## config.mk

```make
export PLATFORM = sky130hd
export DESIGN_NAME = boreal_qrs_detector_flat
export DESIGN_NICKNAME = d
export VERILOG_FILES = /design/src/rtl/boreal_pkg.sv /design/src/rtl/boreal_qrs_detector_if.sv /design/src/rtl/boreal_mwi.sv /design/src/rtl/boreal_qrs_detector.sv /design/src/flat_wrapper.sv
export SDC_FILE = /design/constraint.sdc
export NUM_CORES = 2
export LEC_CHECK = 0
export ABC_AREA = 1
export CORE_MARGIN = 3
export CORE_UTILIZATION = 35
export DETAILED_ROUTE_END_ITERATION = 7
export DONT_BUFFER_PORTS = 1
export GPL_TIMING_DRIVEN = 1
export PLACE_DENSITY = 0.6
export SYNTH_ARGS = -nofsm -noshare
export SYNTH_HDL_FRONTEND = slang
export SYNTH_SLANG_ARGS = --single-unit
```

## constraint.sdc

```tcl
create_clock -name clk -period 11 [get_ports clk]
set_input_delay 2.75 -clock clk [delete_from_list [all_inputs] [get_ports clk]]
set_output_delay 2.75 -clock clk [all_outputs]
set_load 0.1 [all_outputs]
```

## src/rtl/boreal_pkg.sv

```systemverilog
// Shared types and constants for the QRS detector slice: sample/MWI widths,
// register map, detector state encoding and the saturating square helper.
package boreal_pkg;

  localparam int SAMPLE_W = 24;
  localparam int MWI_W    = 32;
  localparam int DIFF_W   = SAMPLE_W + 1;
  localparam int PROD_W   = 2 * DIFF_W;
  localparam int RR_W     = 16;

  localparam logic [1:0] ADDR_THRESH_LO = 2'd0;
  localparam logic [1:0] ADDR_THRESH_HI = 2'd1;
  localparam logic [1:0] ADDR_REFRACT   = 2'd2;

  typedef enum logic [1:0] {
    ST_IDLE    = 2'd0,
    ST_RISING  = 2'd1,
    ST_REFRACT = 2'd2
  } det_state_e;

  // Square of the derivative, scaled down and clipped to the MWI width.
  function automatic logic [MWI_W-1:0] square_sat(input logic signed [DIFF_W-1:0] d,
                                                  input int shift);
    logic signed [PROD_W-1:0] de;
    logic [PROD_W-1:0]        prod;
    logic [PROD_W-1:0]        scaled;
    de     = d;
    prod   = de * de;
    scaled = prod >> shift;
    if (|scaled[PROD_W-1:MWI_W]) square_sat = '1;
    else                         square_sat = scaled[MWI_W-1:0];
  endfunction

endpackage

```

## src/rtl/boreal_qrs_detector_if.sv

```systemverilog
// Sample stream, register port and beat report of the QRS detector.
// master = producer/host side, slave = detector side.
interface boreal_qrs_detector_if;
  import boreal_pkg::*;

  logic                       valid;
  logic signed [SAMPLE_W-1:0] x_in;
  logic [1:0]                 reg_addr;
  logic [15:0]                reg_din;
  logic                       reg_we;
  logic [MWI_W-1:0]           mwi_out;
  logic                       beat;
  logic [MWI_W-1:0]           peak_val;
  logic [RR_W-1:0]            rr_interval;

  modport master (
    output valid, x_in, reg_addr, reg_din, reg_we,
    input  mwi_out, beat, peak_val, rr_interval
  );

  modport slave (
    input  valid, x_in, reg_addr, reg_din, reg_we,
    output mwi_out, beat, peak_val, rr_interval
  );

endinterface

```

## src/rtl/boreal_mwi.sv

```systemverilog
// Moving-window integrator: running sum over the last 2^WIN_LOG2 inputs,
// kept in a circular buffer. The sum is wide enough that it can never wrap.
module boreal_mwi
  import boreal_pkg::*;
#(
  parameter int WIN_LOG2 = 5
) (
  input  logic        clk,
  input  logic        rst,
  input  logic        valid,
  input  logic [31:0] din,
  output logic [31:0] dout
);

  localparam int DEPTH = 1 << WIN_LOG2;
  localparam int SUM_W = MWI_W + WIN_LOG2;

  logic [MWI_W-1:0]    win_buf [DEPTH];
  logic [WIN_LOG2-1:0] wr_ptr;
  logic [SUM_W-1:0]    sum;

  // Replace the oldest window entry with the new sample and adjust the sum.
  always_ff @(posedge clk) begin
    if (rst) begin
      for (int i = 0; i < DEPTH; i++) win_buf[i] <= '0;
      wr_ptr <= '0;
      sum    <= '0;
    end else if (valid) begin
      sum             <= sum + SUM_W'(din) - SUM_W'(win_buf[wr_ptr]);
      win_buf[wr_ptr] <= din;
      wr_ptr          <= wr_ptr + WIN_LOG2'(1);
    end
  end

  assign dout = sum[SUM_W-1:WIN_LOG2];

endmodule

```

## src/rtl/boreal_qrs_detector.sv

```systemverilog
// Pan-Tompkins style QRS detector: derivative -> square -> moving window
// integration -> threshold/refractory state machine reporting one beat pulse
// per QRS complex with its MWI peak and the RR interval in samples.
//
//   state      | meaning
//   -----------+------------------------------------------------------------
//   ST_IDLE    | waiting for the MWI to rise strictly above thresh
//   ST_RISING  | inside a complex, tracking the MWI maximum until it falls
//              | back to thresh or below, which emits the beat
//   ST_REFRACT | hold-off after a beat, counting down refr_cnt valids;
//              | the MWI is ignored
module boreal_qrs_detector
  import boreal_pkg::*;
#(
  parameter int          WIN_LOG2        = 5,
  parameter int          SQ_SHIFT        = 16,
  parameter logic [31:0] DEFAULT_THRESH  = 32'd1000,
  parameter logic [15:0] DEFAULT_REFRACT = 16'd50
) (
  input logic                  clk,
  input logic                  rst,
  boreal_qrs_detector_if.slave bus
);

  logic [MWI_W-1:0]           thresh;
  logic [15:0]                refract;

  logic signed [SAMPLE_W-1:0] x_d1;
  logic signed [SAMPLE_W-1:0] x_d2;
  logic signed [DIFF_W-1:0]   diff;
  logic [MWI_W-1:0]           sq;
  logic [MWI_W-1:0]           mwi;

  det_state_e                 state;
  det_state_e                 state_nxt;
  logic [MWI_W-1:0]           peak;
  logic [MWI_W-1:0]           peak_nxt;
  logic [15:0]                refr_cnt;
  logic [15:0]                refr_cnt_nxt;
  logic                       first_beat;
  logic [RR_W-1:0]            smp_cnt;
  logic [RR_W-1:0]            rr_calc;
  logic                       emit;

  logic                       beat_r;
  logic [MWI_W-1:0]           peak_val_r;
  logic [RR_W-1:0]            rr_r;

  // Register file: thresh is written as two halves; address 3 is ignored.
  always_ff @(posedge clk) begin
    if (rst) begin
      thresh  <= DEFAULT_THRESH;
      refract <= DEFAULT_REFRACT;
    end else if (bus.reg_we) begin
      case (bus.reg_addr)
        ADDR_THRESH_LO: thresh[15:0]  <= bus.reg_din;
        ADDR_THRESH_HI: thresh[31:16] <= bus.reg_din;
        ADDR_REFRACT:   refract       <= bus.reg_din;
        default:        ;
      endcase
    end
  end

  // Derivative over a two-sample delay line, then the scaled saturating square.
  always_ff @(posedge clk) begin
    if (rst) begin
      x_d1 <= '0;
      x_d2 <= '0;
      diff <= '0;
      sq   <= '0;
    end else if (bus.valid) begin
      x_d1 <= bus.x_in;
      x_d2 <= x_d1;
      diff <= {bus.x_in[SAMPLE_W-1], bus.x_in} - {x_d2[SAMPLE_W-1], x_d2};
      sq   <= square_sat(diff, SQ_SHIFT);
    end
  end

  boreal_mwi #(
    .WIN_LOG2 (WIN_LOG2)
  ) u_mwi (
    .clk   (clk),
    .rst   (rst),
    .valid (bus.valid),
    .din   (sq),
    .dout  (mwi)
  );

  // RR reported to the host; the very first beat has no predecessor.
  assign rr_calc = first_beat          ? '0 :
                   (smp_cnt == '1)     ? '1 :
                                         smp_cnt + RR_W'(1);

  // Detector next-state logic, evaluated only on valid samples.
  always_comb begin
    state_nxt    = state;
    peak_nxt     = peak;
    refr_cnt_nxt = refr_cnt;
    emit         = 1'b0;
    if (bus.valid) begin
      case (state)
        ST_IDLE: begin
          if (mwi > thresh) begin
            state_nxt = ST_RISING;
            peak_nxt  = mwi;
          end
        end
        ST_RISING: begin
          if (mwi > peak) peak_nxt = mwi;
          if (mwi <= thresh) begin
            emit         = 1'b1;
            refr_cnt_nxt = refract;
            state_nxt    = ST_REFRACT;
          end
        end
        ST_REFRACT: begin
          // A loaded count of 0 or 1 both end the hold-off after this valid.
          if (refr_cnt <= 16'd1) state_nxt = ST_IDLE;
          else                   refr_cnt_nxt = refr_cnt - 16'd1;
        end
        default: state_nxt = ST_IDLE;
      endcase
    end
  end

  // Detector state, sample counter and the registered beat report.
  always_ff @(posedge clk) begin
    if (rst) begin
      state      <= ST_IDLE;
      peak       <= '0;
      refr_cnt   <= '0;
      first_beat <= 1'b1;
      smp_cnt    <= '0;
      beat_r     <= 1'b0;
      peak_val_r <= '0;
      rr_r       <= '0;
    end else begin
      state    <= state_nxt;
      peak     <= peak_nxt;
      refr_cnt <= refr_cnt_nxt;
      beat_r   <= emit;
      if (emit) begin
        peak_val_r <= peak;
        rr_r       <= rr_calc;
        first_beat <= 1'b0;
      end
      if (bus.valid) begin
        if (emit)                smp_cnt <= '0;
        else if (smp_cnt != '1)  smp_cnt <= smp_cnt + RR_W'(1);
      end
    end
  end

  assign bus.mwi_out     = mwi;
  assign bus.beat        = beat_r;
  assign bus.peak_val    = peak_val_r;
  assign bus.rr_interval = rr_r;

endmodule
```

## src/flat_wrapper.sv

```systemverilog
// flat-port wrapper written by rule: the top's interface ports become plain ports
module boreal_qrs_detector_flat import boreal_pkg::*;
#(
  parameter int          WIN_LOG2        = 5,
  parameter int          SQ_SHIFT        = 16,
  parameter logic [31:0] DEFAULT_THRESH  = 32'd1000,
  parameter logic [15:0] DEFAULT_REFRACT = 16'd50
)
  (clk, rst, bus_valid, bus_x_in, bus_reg_addr, bus_reg_din, bus_reg_we, bus_mwi_out, bus_beat, bus_peak_val, bus_rr_interval);
  boreal_qrs_detector_if bus_i ();
  input logic clk;
  input logic rst;
  input wire logic [$bits(bus_i.valid)-1:0] bus_valid;
  input wire logic [$bits(bus_i.x_in)-1:0] bus_x_in;
  input wire logic [$bits(bus_i.reg_addr)-1:0] bus_reg_addr;
  input wire logic [$bits(bus_i.reg_din)-1:0] bus_reg_din;
  input wire logic [$bits(bus_i.reg_we)-1:0] bus_reg_we;
  output wire logic [$bits(bus_i.mwi_out)-1:0] bus_mwi_out;
  output wire logic [$bits(bus_i.beat)-1:0] bus_beat;
  output wire logic [$bits(bus_i.peak_val)-1:0] bus_peak_val;
  output wire logic [$bits(bus_i.rr_interval)-1:0] bus_rr_interval;
  assign bus_i.valid = bus_valid;
  assign bus_i.x_in = bus_x_in;
  assign bus_i.reg_addr = bus_reg_addr;
  assign bus_i.reg_din = bus_reg_din;
  assign bus_i.reg_we = bus_reg_we;
  assign bus_mwi_out = bus_i.mwi_out;
  assign bus_beat = bus_i.beat;
  assign bus_peak_val = bus_i.peak_val;
  assign bus_rr_interval = bus_i.rr_interval;
  boreal_qrs_detector #(.WIN_LOG2(WIN_LOG2), .SQ_SHIFT(SQ_SHIFT), .DEFAULT_THRESH(DEFAULT_THRESH), .DEFAULT_REFRACT(DEFAULT_REFRACT)) u_core (.clk(clk), .rst(rst), .bus(bus_i));
endmodule
```

==> impl_metrics.ini <==
[global_route]
grt.total_usage_pct = 21.5
overflow = 0
first_global_vias = 66900
grt_max_degree = 182
grt_pass1_wl_um = 413000
number_of_antenna_violations_at_the_first_check_in_global_routing = 7

[critical_path]
timing.critical_path.max_delay_family = adder cells
r2r_setup_slk_ps = 2430
critPathMaxFanout = 34
worst_ep_arrival_time_ps = 9220
critical_path.reg2reg.startpoint = u_core.diff[24]$_SDFFE_PP0P_
cp_max_stage_delay_ps = 950
critPathLaunchType = flop
endpoint_type_of_the_worst_setup_path = flop
ff2ff_path_depth = 26
crit_buf_inv = 5
worst_ep_required_time_ps = 11650
crit_top_cell = sky130_fd_sc_hd__fa_1
ff_to_ff_end = u_core.sq[21]$_SDFFE_PP0P_
setup.worst_path.class = reg2reg
critPathSlowestCell = sky130_fd_sc_hd__fa_1

[floorplanning]
rows = 180
floorplan.core_area_um2 = 242000
initial_utilization_pct = 35.3
die_area_um2 = 250000
width_of_the_die_um = 500
ioPinCount = 127
die_height_um = 500

[logic_synthesis]
synthDistinctLibCells = 55
post_synth_instance_area_um2 = 85400
ys_seq_elements = 1340
sequential_fraction_of_the_synthesis_area_pct = 43.4
synthesis.nets = 10500
synthDominantCellAreaShare_pct = 36.0
synth-edff-count = 1024
synth_top_flop_cell = sky130_fd_sc_hd__edfxtp_1
synthesis.yosys.warnings = 0
yosysTopAreaCell = sky130_fd_sc_hd__edfxtp_1
top_post_synthesis_cells_by_area = sky130_fd_sc_hd__edfxtp_1, sky130_fd_sc_hd__fa_1, sky130_fd_sc_hd__nor2_1
async_reset_ff_share_pct = 0
post_synth_inst_count = 9572
post_synth.cell_area_avg_um2 = 8.92

[sta]
timing.final.setup_violations = 0
worst_slew_pin_tran_ps = 1240
period_minus_slack_ps = 8570
final.setup.worst_slack_ps = 2430
setup-tns-final_ps = 0
hold_ws_ps = 458
grt_setup_unrepaired = no
timing.slew.headroom_pct = 17.0
timing_max_transition_violations_final = 0
final-hold-violation-count = 0
post-route-period-util_pct = 77.9
max_freq_mhz = 117
timing.clock.skew_ps = 44.9

[power_and_ir_drop]
p_leak_nw = 41.0
ir_drop_mv = 0.232
power-per-cell-area_nw_per_um2 = 259

[flow_run]
drv_cap = 0

[placed_design]
placedInstanceArea_um2 = 88200
portBuffers = 0
gp_congestion = 0.917
dpl.hpwl_um = 181000
pre_cts_slack_ps = 2390

[clock_tree]
cts_htree_levels = 4
cts_buffers = 147
cts.clk_slew.worst_paths_ps = 60
cts_max_path_buffers = 3
ctsRootBufferMaster = sky130_fd_sc_hd__clkbuf_16
clock_tree_from_tritoncts = done
sinks_on_clock_net = 1340
clock_insertion_delay_worst_skew_ps = 800
post_cts_setup_buffer_count = 0
ctsHoldBuffers = 0
post_cts_resized = 0

[layout]
finish.instance_area_um2 = 92900
area_growth_pct = 8.72
layout.cells.most_common_list = sky130_fd_sc_hd__nor2_1, sky130_fd_sc_hd__inv_1, sky130_fd_sc_hd__nand2_1
final_core_util_pct = 38.4
design.final.nets = 10200
post_route_cells_drive_above_1_share_pct = 4.72
commonest_non_fill_non_tap_cell_in_the_layout = sky130_fd_sc_hd__nor2_1
num-fill-cells = 24200
multi_input_comb_area_um2 = 40300
seqCellArea_um2 = 37100

[drt]
via_count = 66100
dr.first_iter.drc_count = 7007
avgViaCountPerCell = 5.26
final_antenna_net_count = 0
drc_violations = 0
routedWlPerCell_um = 21.6
total_wire_length_um = 272000
drt-pass1-iter-count = 6

[worst_hold_path]
min_to = u_core.bus.peak_val[26]$_SDFFE_PP0P_
min-delay-start = u_core.peak[26]$_SDFFE_PP0P_
min_path_cells = 2
hp-class = reg2reg

[status]
status = finished, final reports clean
worst register-to-register path, delay by kind of cell, from the launching register on:
kind                       cells  cell delay [ps]
adders and majority gates      8             4660
buffers and inverters          5             1030
DFF                            1              300
and+or+nand+nor               13             2460
how the worst max path moves through the flow:
stage | from | to | slack, ps | cells after the start
finish | u_core.diff[24]$_SDFFE_PP0P_ | u_core.sq[21]$_SDFFE_PP0P_ | 2430 | 26
global route | u_core.diff[24]$_SDFFE_PP0P_ | u_core.sq[31]$_SDFFE_PP0P_ | 1670 | 26
CTS | u_core.diff[24]$_SDFFE_PP0P_ | u_core.sq[21]$_SDFFE_PP0P_ | 2310 | 26
detailed placement | u_core.diff[24]$_SDFFE_PP0P_ | u_core.sq[24]$_SDFFE_PP0P_ | 2390 | 26
global placement | u_core.diff[24]$_SDFFE_PP0P_ | u_core.sq[25]$_SDFFE_PP0P_ | 2470 | 26
floorplan | u_core.diff[24]$_SDFFE_PP0P_ | u_core.sq[17]$_SDFFE_PP0P_ | 3970 | 28
registers in the layout (all words and copies together) (netlist names), named ones only:
register                cells
u_core.thresh              32
u_core.u_mwi.sum           37
u_core.bus.peak_val        32
u_core.sq                  32
u_core.first_beat           1
u_core.peak                32
u_core.bus.beat             1
u_core.x_d1                24
u_core.u_mwi.win_buf     1024
u_core.state                2
u_core.x_d2                24
u_core.u_mwi.wr_ptr         5
u_core.refract             16
u_core.refr_cnt            16
u_core.smp_cnt             16
u_core.diff                25
u_core.bus.rr_interval     16
per-layer routing:
metal | up-vias | global-route usage, % | part of all wire, %
met1 | 32700 | 28.3 | 41
met2 | 2674 | 35.2 | 46
met4 | 6 | 7.57 | 3.8
li1 | 30300 | - | -
met5 | - | 0 | 0.019
met3 | 488 | 4.29 | 8.8
cell type report:
type                    count  area share (%)
repair buffers            183            1.57
multi-input cells        6170            43.4
well taps                3185            4.29
inverters                1427            5.80
clock inverters            63           0.656
clock buffers             198            4.32
flip-flops and latches   1340            39.9
diodes                      1         0.00269
Yosys cell counts, drive strengths merged (82+ instances only):
master and number:
o21ai 830, buf 128, dfxtp 316, inv 1406
fa 638, o221ai 179, nor2 2048, a21oi 281
ha 280, o22ai 82, clkbuf 507, nand2 1147
edfxtp 1024, nand3 298
cells by family (layout without fill, tap and decap cells):
logic type,after synthesis,after routing,synth area share [%]
xor gates and xnor gates,76,76,0.779
and+or+nand+nor,3638,3638,17.0
adders and majority gates,918,918,19.1
DFF,1340,1340,43.4
AOI/OAI and AO/OA,1538,1538,10.4
other,0,1,0
buffers and inverters,2062,1871,9.40
report_power, final:
group	switching (W)	internal (W)	leakage, nW
Sequential	0.000231	0.00581	13.2
Combinational	0.00930	0.00388	25.5
Clock	0.00207	0.00276	2.26
stage by stage:
step | total power [W] | cells
after floorplan | 0.0152 | 9572
after global routing | 0.0259 | 12600
after CTS | 0.0241 | 12600
after global placement | 0.0192 | 12300
final | 0.0240 | 12600
after detailed placement | 0.0192 | 12300
Note: power is estimated with default switching activity, not from simulation.
